==> src/rtl/uart_pkg.sv <==
// Shared UART types: receiver state encoding and parity sense constants.
package uart_pkg;

    typedef enum logic [2:0] {
        ST_IDLE  = 3'd0,
        ST_START = 3'd1,
        ST_DATA  = 3'd2,
        ST_PAR   = 3'd3,
        ST_STOP  = 3'd4,
        ST_BRK   = 3'd5
    } rx_state_t;

    localparam logic PAR_EVEN = 1'b0;
    localparam logic PAR_ODD  = 1'b1;

endpackage

==> src/rtl/sync_fifo.sv <==
// Show-ahead synchronous FIFO with exact occupancy count and registered flags.
module sync_fifo #(
    parameter int unsigned WIDTH = 8,
    parameter int unsigned DEPTH = 4
) (
    input  logic                    clk,
    input  logic                    rst,
    input  logic                    push,
    input  logic                    pop,
    input  logic [WIDTH-1:0]        wdata,
    output logic [WIDTH-1:0]        rdata,
    output logic                    full,
    output logic                    empty,
    output logic [$clog2(DEPTH):0]  cnt
);

    localparam int unsigned AW = $clog2(DEPTH);
    localparam int unsigned CW = $clog2(DEPTH) + 1;

    logic [WIDTH-1:0] mem [DEPTH];
    logic [AW-1:0]    wr_ptr_q;
    logic [AW-1:0]    rd_ptr_q;
    logic [CW-1:0]    cnt_q;
    logic [CW-1:0]    cnt_d;
    logic             full_q;
    logic             empty_q;
    logic             do_push;
    logic             do_pop;

    // A pop frees the slot a same-cycle push needs when full; an empty FIFO ignores pops.
    always_comb begin
        do_pop  = pop & ~empty_q;
        do_push = push & (~full_q | do_pop);
        cnt_d   = cnt_q + CW'(do_push) - CW'(do_pop);
    end

    // Storage, pointers and flags; pointers wrap naturally since DEPTH is a power of 2.
    always_ff @(posedge clk) begin
        if (rst) begin
            wr_ptr_q <= '0;
            rd_ptr_q <= '0;
            cnt_q    <= '0;
            full_q   <= 1'b0;
            empty_q  <= 1'b1;
            for (int i = 0; i < int'(DEPTH); i++) begin
                mem[i] <= '0;
            end
        end else begin
            if (do_push) begin
                mem[wr_ptr_q] <= wdata;
                wr_ptr_q      <= wr_ptr_q + AW'(1);
            end
            if (do_pop) begin
                rd_ptr_q <= rd_ptr_q + AW'(1);
            end
            cnt_q   <= cnt_d;
            full_q  <= (cnt_d == CW'(DEPTH));
            empty_q <= (cnt_d == '0);
        end
    end

    assign rdata = mem[rd_ptr_q];
    assign full  = full_q;
    assign empty = empty_q;
    assign cnt   = cnt_q;

endmodule

==> src/rtl/uart_rx_cfg.sv <==
// UART receiver: synchroniser, mid-bit sampling FSM, parity/stop checks,
// sticky error flags and a show-ahead receive FIFO.
module uart_rx_cfg
    import uart_pkg::*;
#(
    parameter int unsigned CLK_PER_BIT = 2604,
    parameter int unsigned DATA_BITS   = 8,
    parameter int unsigned PARITY_EN   = 0,
    parameter int unsigned PARITY_ODD  = 0,
    parameter int unsigned FIFO_DEPTH  = 4
) (
    input  logic                         clk,
    input  logic                         rst,
    input  logic                         RX,
    input  logic                         rd_en,
    input  logic                         clr_err,
    output logic [DATA_BITS-1:0]         rx_data,
    output logic                         rdy,
    output logic [$clog2(FIFO_DEPTH):0]  fifo_cnt,
    output logic                         parity_err,
    output logic                         frame_err,
    output logic                         overrun
);

    localparam int unsigned BAUD_W = $clog2(CLK_PER_BIT + 1);
    localparam int unsigned BIT_W  = $clog2(DATA_BITS + 1);
    // Counter expires at zero, so load one less than the wanted interval.
    localparam logic [BAUD_W-1:0] BAUD_HALF_LD = BAUD_W'(CLK_PER_BIT / 2 - 1);
    localparam logic [BAUD_W-1:0] BAUD_FULL_LD = BAUD_W'(CLK_PER_BIT - 1);
    localparam logic [BIT_W-1:0]  LAST_BIT     = BIT_W'(DATA_BITS - 1);
    localparam logic              PAR_SEL      = (PARITY_ODD != 0) ? PAR_ODD : PAR_EVEN;

    rx_state_t             state_q;
    rx_state_t             state_d;
    logic                  rx_s1_q;
    logic                  rx_sync_q;
    logic [BAUD_W-1:0]     baud_cnt_q;
    logic [BIT_W-1:0]      bit_cnt_q;
    logic [DATA_BITS-1:0]  shift_q;
    logic                  par_bad_q;
    logic                  push_q;
    logic                  tick;
    logic                  ld_half;
    logic                  ld_full;
    logic                  bit_clr;
    logic                  shift_en;
    logic                  par_en;
    logic                  push_d;
    logic                  frame_set;
    logic                  fifo_full;
    logic                  fifo_empty;
    logic                  overflow;

    // Two-flop synchroniser for the asynchronous line; idles high.
    always_ff @(posedge clk) begin
        if (rst) begin
            rx_s1_q   <= 1'b1;
            rx_sync_q <= 1'b1;
        end else begin
            rx_s1_q   <= RX;
            rx_sync_q <= rx_s1_q;
        end
    end

    // FSM state register.
    always_ff @(posedge clk) begin
        if (rst) begin
            state_q <= ST_IDLE;
        end else begin
            state_q <= state_d;
        end
    end

    // Next-state and datapath strobes; every sample happens when the baud counter expires.
    always_comb begin
        state_d   = state_q;
        ld_half   = 1'b0;
        ld_full   = 1'b0;
        bit_clr   = 1'b0;
        shift_en  = 1'b0;
        par_en    = 1'b0;
        push_d    = 1'b0;
        frame_set = 1'b0;
        tick      = (baud_cnt_q == '0);
        case (state_q)
            ST_IDLE: begin
                if (!rx_sync_q) begin
                    state_d = ST_START;
                    ld_half = 1'b1;
                end
            end
            ST_START: begin
                if (tick) begin
                    if (rx_sync_q) begin
                        state_d = ST_IDLE;
                    end else begin
                        state_d = ST_DATA;
                        ld_full = 1'b1;
                        bit_clr = 1'b1;
                    end
                end
            end
            ST_DATA: begin
                if (tick) begin
                    shift_en = 1'b1;
                    ld_full  = 1'b1;
                    if (bit_cnt_q == LAST_BIT) begin
                        state_d = (PARITY_EN != 0) ? ST_PAR : ST_STOP;
                    end
                end
            end
            ST_PAR: begin
                if (tick) begin
                    par_en  = 1'b1;
                    ld_full = 1'b1;
                    state_d = ST_STOP;
                end
            end
            ST_STOP: begin
                if (tick) begin
                    if (rx_sync_q) begin
                        push_d  = 1'b1;
                        state_d = ST_IDLE;
                    end else begin
                        frame_set = 1'b1;
                        state_d   = ST_BRK;
                    end
                end
            end
            ST_BRK: begin
                if (rx_sync_q) begin
                    state_d = ST_IDLE;
                end
            end
            default: state_d = ST_IDLE;
        endcase
    end

    // Baud/bit counters, shift register and parity verdict; counters only load or count down to zero.
    always_ff @(posedge clk) begin
        if (rst) begin
            baud_cnt_q <= '0;
            bit_cnt_q  <= '0;
            shift_q    <= '0;
            par_bad_q  <= 1'b0;
            push_q     <= 1'b0;
        end else begin
            if (ld_half) begin
                baud_cnt_q <= BAUD_HALF_LD;
            end else if (ld_full) begin
                baud_cnt_q <= BAUD_FULL_LD;
            end else if (baud_cnt_q != '0) begin
                baud_cnt_q <= baud_cnt_q - BAUD_W'(1);
            end
            if (bit_clr) begin
                bit_cnt_q <= '0;
            end else if (shift_en) begin
                bit_cnt_q <= bit_cnt_q + BIT_W'(1);
            end
            if (shift_en) begin
                shift_q <= {rx_sync_q, shift_q[DATA_BITS-1:1]};
            end
            if (par_en) begin
                par_bad_q <= ((^shift_q) ^ rx_sync_q) != PAR_SEL;
            end
            push_q <= push_d;
        end
    end

    assign overflow = push_q & fifo_full & ~(rd_en & ~fifo_empty);

    // Sticky error flags; a set in the same cycle wins over clr_err.
    always_ff @(posedge clk) begin
        if (rst) begin
            parity_err <= 1'b0;
            frame_err  <= 1'b0;
            overrun    <= 1'b0;
        end else begin
            if (push_q && par_bad_q) begin
                parity_err <= 1'b1;
            end else if (clr_err) begin
                parity_err <= 1'b0;
            end
            if (frame_set) begin
                frame_err <= 1'b1;
            end else if (clr_err) begin
                frame_err <= 1'b0;
            end
            if (overflow) begin
                overrun <= 1'b1;
            end else if (clr_err) begin
                overrun <= 1'b0;
            end
        end
    end

    sync_fifo #(
        .WIDTH (DATA_BITS),
        .DEPTH (FIFO_DEPTH)
    ) u_fifo (
        .clk   (clk),
        .rst   (rst),
        .push  (push_q),
        .pop   (rd_en),
        .wdata (shift_q),
        .rdata (rx_data),
        .full  (fifo_full),
        .empty (fifo_empty),
        .cnt   (fifo_cnt)
    );

    assign rdy = ~fifo_empty;

endmodule

==> config.mk <==
export PLATFORM = sky130hd
export DESIGN_NAME = uart_rx_cfg
export DESIGN_NICKNAME = d
export VERILOG_FILES = /design/src/rtl/uart_pkg.sv /design/src/rtl/sync_fifo.sv /design/src/rtl/uart_rx_cfg.sv
export SDC_FILE = /design/constraint.sdc
export NUM_CORES = 1
export LEC_CHECK = 0
export ABC_AREA = 1
export CAP_MARGIN = 25
export CORE_UTILIZATION = 59
export DETAILED_ROUTE_END_ITERATION = 6
export PLACE_DENSITY = 0.79
export SETUP_SLACK_MARGIN = 0.2
export SYNTH_ARGS = -nofsm -noshare
export SYNTH_HDL_FRONTEND = slang
export SYNTH_SLANG_ARGS = --single-unit
==> constraint.sdc <==
create_clock -name clk -period 2.3 [get_ports clk]
set_clock_uncertainty 0.2 [all_clocks]
set_input_delay 0.46 -clock clk [delete_from_list [all_inputs] [get_ports clk]]
set_output_delay 0.46 -clock clk [all_outputs]
set_load 0.03 [all_outputs]
### Yosys cells after proc, flatten, opt, wreduce, memory -nomap -nowiden

Memories as Yosys holds them, arrays and structs flattened. A register that Yosys moved wholly into a read port is not among the register bits.
Cells that the tools add are included.

* memory bits (writable): 32
* register bits after elaboration: 43
* input bits: 5
* output and inout bits: 15
* memories: 1
* logic and storage cells: 105

Memory list
* u_fifo.mem: words 4, bits a word 8, rd ports 1, clocked after Yosys merged registers in 1, wr ports 4, line sync_fifo.sv:20 `logic [WIDTH-1:0] mem [DEPTH];`

* equal/unequal tests: 14
* add/sub/neg operators: 6
* mux-type cells: 37
* bitwise logic cells: 11
* reductions and logical operators: 18

Operators by type and width (number)
* 2-to-1 mux 12 bit: 2
* 2-to-1 mux 3 bit: 8
* 2-to-1 mux 1 bit: 19
* case mux 3 bit (6 select lines): 1
* inequality test 2 bit (second input constant): 7
* logical NOT 12 bit: 1
* nonzero test 12 bit: 1
* subtractor 12 x 1 -> 12 bit (second input constant): 1
* 2-to-1 mux 11 bit: 1
* equality test 3 bit (second input constant): 3
* 2-to-1 mux 2 bit: 4
* 2-to-1 mux 8 bit: 1
* nonzero test 2 bit: 4
* OR reduction 8 bit: 1
* parity 8 bit: 1
* AND reduction 7 bit: 1
* equality test 3 x 2 -> 1 bit (second input constant): 2
* logical NOT 3 bit: 2
* OR reduction 2 bit: 3
* OR reduction 3 bit: 2
* NOT 1 bit: 5
* adder 2 x 1 -> 2 bit (second input constant): 2
* adder 4 x 1 -> 4 bit (second input constant): 1
* AND 1 bit: 4
* other kinds (9): 9

### Depth between registers and ports, before layout

Gate-level depths: netlist of run 1.

* depth in word-level cells: 9
* gate-level depth with buffers: 11
* gate-level depth less buffers: 11

### Hierarchy

Synthesis of run 1 repeated with hierarchy kept, for this count alone.

* cells, all modules: 458
* area, all modules: 3704.8 um^2

By module, submodules not included
* sync_fifo: area each 1884.3 um^2, seq. area each 1181.1 um^2, cells each 190, times used 1
* uart_rx_cfg: area each 1820.5 um^2, seq. area each 680.7 um^2, cells each 268, times used 1

### Worst setup path before layout of run 1

No wires, ideal clock.

* kind: register to register
* from: register u_fifo.empty_q (netlist: u_fifo.empty)
* to: memory u_fifo.mem[3][0], enable pin
* data required time: 1.714 ns
* cell stages (with the launch flop): 8
* clock period less this slack: 2.138 ns
* path buffers: 0
* data arrival time: 1.552 ns
* setup time: 0.386 ns
* setup slack: 0.162 ns
* cell sequence: dfxtp_1 inv_1 nand2_1 nand2_1 nand2_1 inv_1 nand2_1 o21ai_0

RTL lines
* from (decl): line sync_fifo.sv:26 `logic empty_q;`
* from (signal assigned): line sync_fifo.sv:58 `empty_q <= (cnt_d == '0);`
* to (decl): line sync_fifo.sv:20

### Final worst setup path of run 1

* from: register u_fifo.empty_q (netlist: u_fifo.empty)
* to: output rdy

* word-level cells in the longest chain between the ends: 1

Ends and longest elaborated chain
* NOT 1 bit: line uart_rx_cfg.sv:212 `assign rdy = ~fifo_empty;`
* to (decl): line uart_rx_cfg.sv:18 `output logic rdy,`

No other way between the ends.

==> metrics.txt, run 1 <==
CP Max Fanout=2; Worst Path Arrival=1.38 ns; Post-Synthesis Cells=431; crit share post-route=88.57%; Initial Util=62.38%; die area=6241 sq um; share of cells above drive strength 1=14.26%; first-pass GRT wire length=12500 um; Req. time, crit path=1.64 ns; endpoints failing setup=0; Placed Cells=530; Nets=482; Clock Tree Root=clkbuf_8; Synth cell types=33; Clock transition at path regs=0.07 ns; gpl congestion=0.8919; RSZ-0062 raised after global routing=false; CP Launch Type=register; critical path class=reg -> out; Slew headroom=68.05%; Ys Warns=0; Placed Area=3923 sq um; initial antenna violation count=0; Setup crit end kind=primary output; Largest stage delay, worst path=0.66 ns; WL/cell=13.01 um; Pwr Total=4.331 mW; count leader, synth=nor2_1; Die X=79 um; worst min-delay path class=reg -> reg; std cell rows=27; synth cell count leaders=87 x nor2_1, 79 x nand2_1, 47 x inv_1; P_leak=1.793 nW; synth top area cells=edfxtp_1 27%, dfxtp_1 26%, nor2_1 9.3%; ys async rst share=0%; # IOs=20; ANT cells=0; #FFs+latches synth=77; HPWL after DPL=4968 um; TritonCTS Buffers=9; Critical Path, Cell by Cell=inv_2 > clkdlybuf4s50_1; Detailed Route WL=7143 um; Final Hold Vio Count=0; DRC=0; min Tclk post-route=2.037 ns; number of synthesized flops with an enable pin=32; VDD IR-drop max=0.7239 mV; Final Non-Filler Cells=549; Primary FF master, synth=dfxtp_1; largest net degree at the start of global routing=24; Core Region=5608 sq um; Syn Std Cell Area=3498 sq um; H-tree Lvls=3; vias in the first global route=2824; DRT iter0 DRCs=167; pwr/cell area=1046 nW/um^2; max-slew violation count=0; Layout fillers=421; Routed Antenna Nets=0; vias=2905; clk sinks=77; Syn Nets=441; Avg Cell Area, Syn=8.117 sq um; drt via density=5.291; top-area cell type share of the netlist area=27.47%; first drt pass iteration count=7; P&R area growth vs syn=18.35%; sequential share of the synthesized area=53.22%; Worst-Margin Slew=0.4743 ns; clk_lat worst skew=0.34 ns; IO Port Bufs=19; global route overflow=0; CTS tree=built; fmax=490.9 MHz; GRT Util Overall=26.04%; status=complete, no violations; top cell type by total area after synthesis=edfxtp_1; buffer depth of the longest clock path=2; Crit-path slowest cell=clkdlybuf4s50_1; fin area=4140 sq um; max-cap violations=0; Die Y=79 um
timing repair:
| item | in CTS | in global routing |
|---|---|---|
| pin swaps | 4 | 3 |
| setup endpoints to repair | 12 | 28 |
| gates resized for setup | 49 | 13 |
| hold buffers | 0 | 0 |
| hold endpoints to repair | 0 | 0 |
| buffers inserted | 1 | 2 |
critical path, delay by kind of cell (launching register included):
family | cells | cell delay [ns]
DFF | 1 | 0.32
buffers and inverters | 2 | 0.72
registers in the layout, summed over array words and instances, names as in the netlist, named ones only:
signal           cells
par_bad_q            1
u_fifo.wr_ptr_q      2
u_fifo.full          1
shift_q              8
u_fifo.cnt           3
u_fifo.rd_ptr_q      2
push_q               1
u_fifo.mem          32
baud_cnt_q          12
rx_s1_q              1
overrun              1
bit_cnt_q            4
parity_err           1
u_fifo.empty         1
frame_err            1
rx_sync_q            1
state_q              3
placed cells by master (no fill, tap or decap), types with 8 or more instances in the layout:
cell,count
nand3_1,26
a21oi_1,25
inv_1,43
o21ai_1,8
o21ai_0,26
nor2_1,87
nand2_1,78
buf_4,16
edfxtp_1,32
o22ai_1,8
dfxtp_1,42
clkbuf_8,9
stage by stage:
stage          TNS [ns]  setup slack, ns  hold WS, ns  util (%)
2_1_floorplan         0           0.2528       0.1895         -
3_3_place_gp    -0.6183          -0.2139       0.1934     69.95
3_5_place_dp     -1.715          -0.2957       0.2178     69.95
4_1_cts               0           0.1693       0.2390     72.85
5_1_grt               0           0.1988       0.2635     73.83
6_report              0           0.2629       0.2305     73.83
layer usage:
layer  share of wire (%)  vias up  track usage [%]
met4                 2.3        0            12.36
met2                  51       80            45.34
met1                  43     1324            30.82
met3                 4.5       16            4.943
li1                    -     1485                -
met5                   0        -                0
cell type report:
cell class                      instances  area [sq um]  share of cell area, %
Clock buffer                           13         163.9                  3.959
Multi-Input combinational cell        296          1449                  35.00
Inverter                               49         185.2                  4.473
Timing Repair Buffer                   39         367.9                  8.885
Clock inverter                          3         18.77                 0.4533
Sequential cell                        77          1866                  45.06
Tap cell                               72         90.09                  2.176
report_power, final:
part | internal (mW) | leakage [nW] | total, mW | switching (mW)
Clock | 0.470 | 0.0925 | 0.946 | 0.476
Combinational | 0.613 | 1.00 | 1.63 | 1.02
Sequential | 1.60 | 0.698 | 1.75 | 0.151
Total | 2.68 | 1.79 | 4.33 | 1.65
path summary, 6_finish.rpt:
path	start	to	slack (ns)	cells past startpoint
max	u_fifo.empty	rdy	0.26	2
min	rx_s1_q	rx_sync_q	0.23	1
max reg2reg	u_fifo.empty	u_fifo.empty	0.30	11
min reg2reg	rx_s1_q	rx_sync_q	0.23	1
cells by family after synthesis:
family	after synthesis	synth area share, %
adder cells (fa/ha/maj)	5	2.003
AND/OR/NAND/NOR	211	25.18
buffers and inverters	58	6.616
XOR/XNOR	9	2.253
AO/OA/AOI/OAI	71	10.73
flip-flops	77	53.22
Note: power is estimated with default switching activity, not from simulation.
==> run 2: changes to the inputs <==
--- a/config.mk
+++ b/config.mk
@@ -8,6 +8,7 @@
 export ABC_AREA = 1
 export CAP_MARGIN = 25
 export CORE_UTILIZATION = 59
+export CTS_CLUSTER_DIAMETER = 150
 export DETAILED_ROUTE_END_ITERATION = 6
 export PLACE_DENSITY = 0.79
 export SETUP_SLACK_MARGIN = 0.2
==> results of run 2 <==
Final layout, timing and power as in run 1 (identical DEF).
==> run 3: changes to the inputs <==
--- a/config.mk
+++ b/config.mk
@@ -5,7 +5,6 @@
 export SDC_FILE = /design/constraint.sdc
 export NUM_CORES = 1
 export LEC_CHECK = 0
-export ABC_AREA = 1
 export CAP_MARGIN = 25
 export CORE_UTILIZATION = 59
 export CTS_CLUSTER_DIAMETER = 150
==> metrics.txt, run 3 <==
max-cap violations=0; TritonCTS Buffers=9; Most flops, register=u_fifo.mem; pwr/cell area=1033 nW/um^2; min Tclk post-route=2.170 ns; Reg2Reg Depth=10; Largest stage delay, worst path=0.52 ns; vias in the first global route=2406; vias=2409; CP Launch Type=register; Synth cell types=48; Layout fillers=345; fmax=460.8 MHz; final worst slack=0.1296 ns; Final Hold Vio Count=0; gpl congestion=0.7860; DRC=0; CTS tree=built; Placed Area=3805 sq um; Core Region=5574 sq um; Pwr Total=4.368 mW; Routed Antenna Nets=0; status=complete, no violations; max-slew violation count=0; Slew headroom=66.90%; GRT Util Overall=24.68%; sequential share of the synthesized area=54.11%; Die X=78.37 um; biggest regs=u_fifo.mem (32), baud_cnt_q (12), shift_q (8); number of synthesized flops with an enable pin=32; top-area cell type share of the netlist area=27.93%; WL/cell=16.28 um; DRT iter0 DRCs=121; Req. time, crit path=1.64 ns; Setup crit end kind=primary output; HPWL after DPL=4394 um; Post-Synthesis Cells=303; critical path class=reg -> out; pre-CTS setup slack=-0.3399 ns; IO Port Bufs=19; P_leak=1.697 nW; Initial Util=61.73%; Detailed Route WL=6936 um; most common cell after layout, fill and taps aside=dfxtp_1; RR Endpoint=u_fifo.full; commonest non-fill, non-tap cells in the layout=43 x dfxtp_1, 36 x nor2_1, 32 x and2_1, 32 x edfxtp_1, 25 x buf_4; VDD IR-drop max=0.9770 mV; die area=6141 sq um; Crit-path slowest cell=mux4_2; worst min-delay path class=reg -> reg; endpoints failing setup=0; P&R area growth vs syn=22.95%; share of cells above drive strength 1=25.42%; max reg flops=32; std cell rows=27; buffer depth of the longest clock path=2; synth cell count leaders=45 x dfxtp_1, 38 x nor2_1, 32 x and2_1, 32 x edfxtp_1, 12 x xnor2_1; first-pass GRT wire length=11300 um; Final Util=75.89%; ys async rst share=0%; clk_lat worst skew=0.34 ns; Hold Path Stages=1; global route overflow=0; largest net degree at the start of global routing=20; initial antenna violation count=0; Worst R2R Start=u_fifo.empty; Worst Path Arrival=1.51 ns; ANT cells=0; Syn Nets=313; Syn Std Cell Area=3441 sq um; FF-to-FF setup slack=0.20 ns; # IOs=20; hold_sp=rx_s1_q; fin area=4230 sq um; count leader, synth=dfxtp_1; Critical Path, Cell by Cell=buf_12 > mux4_2 > buf_6; Nets=359; clk sinks=77; Ys Warns=0; Die Y=78.37 um; synth top area cells=edfxtp_1 28%, dfxtp_1 26%, and2_1 5.8%; Clock transition at path regs=0.08 ns; Worst-Margin Slew=0.4920 ns; top cell type by total area after synthesis=edfxtp_1; Avg Cell Area, Syn=11.36 sq um; first drt pass iteration count=4; CP Max Fanout=8; WHS Endpoint=rx_sync_q; Clock Tree Root=clkbuf_8; RSZ-0062 raised after global routing=true; Primary FF master, synth=dfxtp_1; drt via density=5.655; H-tree Lvls=3; #FFs+latches synth=77; crit share post-route=94.36%
[run 3: final cells by class]
cell class | count | area [sq um] | area share (%)
Sequential cell | 77 | 1864 | 44.07
Multi-Input combinational cell | 202 | 1579 | 37.33
Timing Repair Buffer | 48 | 439.2 | 10.38
Clock buffer | 13 | 171.4 | 4.052
Tap cell | 72 | 90.09 | 2.130
Inverter | 11 | 43.79 | 1.035
Clock inverter | 3 | 42.54 | 1.006
[run 3: critical path: cells and delay by family, from the launching register on]
family	cells	cell delay (ns)
buffers and inverters	2	0.30
muxes	1	0.52
DFF	1	0.35
[run 3: worst max-delay path by stage]
| stage | from | to | slack, ns | cells past startpoint |
|---|---|---|---|---|
| after CTS | register | rx_data[1] | 0.11 | 3 |
| after global placement | rd_en | u_fifo.full | -0.29 | 11 |
| final | register | rx_data[5] | 0.13 | 3 |
| after detailed placement | rd_en | u_fifo.full | -0.34 | 11 |
| after global routing | register | rx_data[1] | 0.08 | 3 |
| after floorplan | rd_en | u_fifo.full | 0.15 | 10 |
[run 3: through the flow]
step | hold WS, ns | TNS, ns | instances
after floorplan | 0.1895 | 0 | 303
after global placement | 0.2054 | -3.960 | 398
after detailed placement | 0.2090 | -6.096 | 398
after CTS | 0.2299 | 0 | 423
after global routing | 0.2447 | 0 | 426
final | 0.2225 | 0 | 426
[run 3: power breakdown]
| part | switching [mW] | internal, mW |
|---|---|---|
| Combinational | 0.756 | 0.772 |
| Sequential | 0.174 | 1.58 |
| Clock | 0.484 | 0.601 |
| Total | 1.41 | 2.95 |
[run 3: repair_timing]
item	CTS	global route
resized for setup	66	18
setup buffers	9	3
hold buffers	0	0
endpoints found under the setup margin	35	42
endpoints found under the hold margin	0	0
cloned	0	0
pin swaps	5	10
[run 3: routing by layer]
| metal | global-route usage (%) | routed length (um) | vias to the layer above |
|---|---|---|---|
| met4 | 12.96 | 192 | 0 |
| met5 | 0 | 0 | - |
| met3 | 5.116 | 209 | 18 |
| li1 | - | - | 1154 |
| met1 | 29.05 | 2948 | 1190 |
| met2 | 42.37 | 3586 | 47 |
[run 3: cell families after synthesis]
kind of cell / after synthesis / share of synthesized area [%]
and+or+nand+nor: 127 / 20.98
buffers and inverters: 24 / 2.836
xor gates and xnor gates: 20 / 5.491
adders and majority gates: 5 / 2.036
AOI/OAI and AO/OA: 31 / 6.109
DFF: 77 / 54.11
muxes: 19 / 8.436
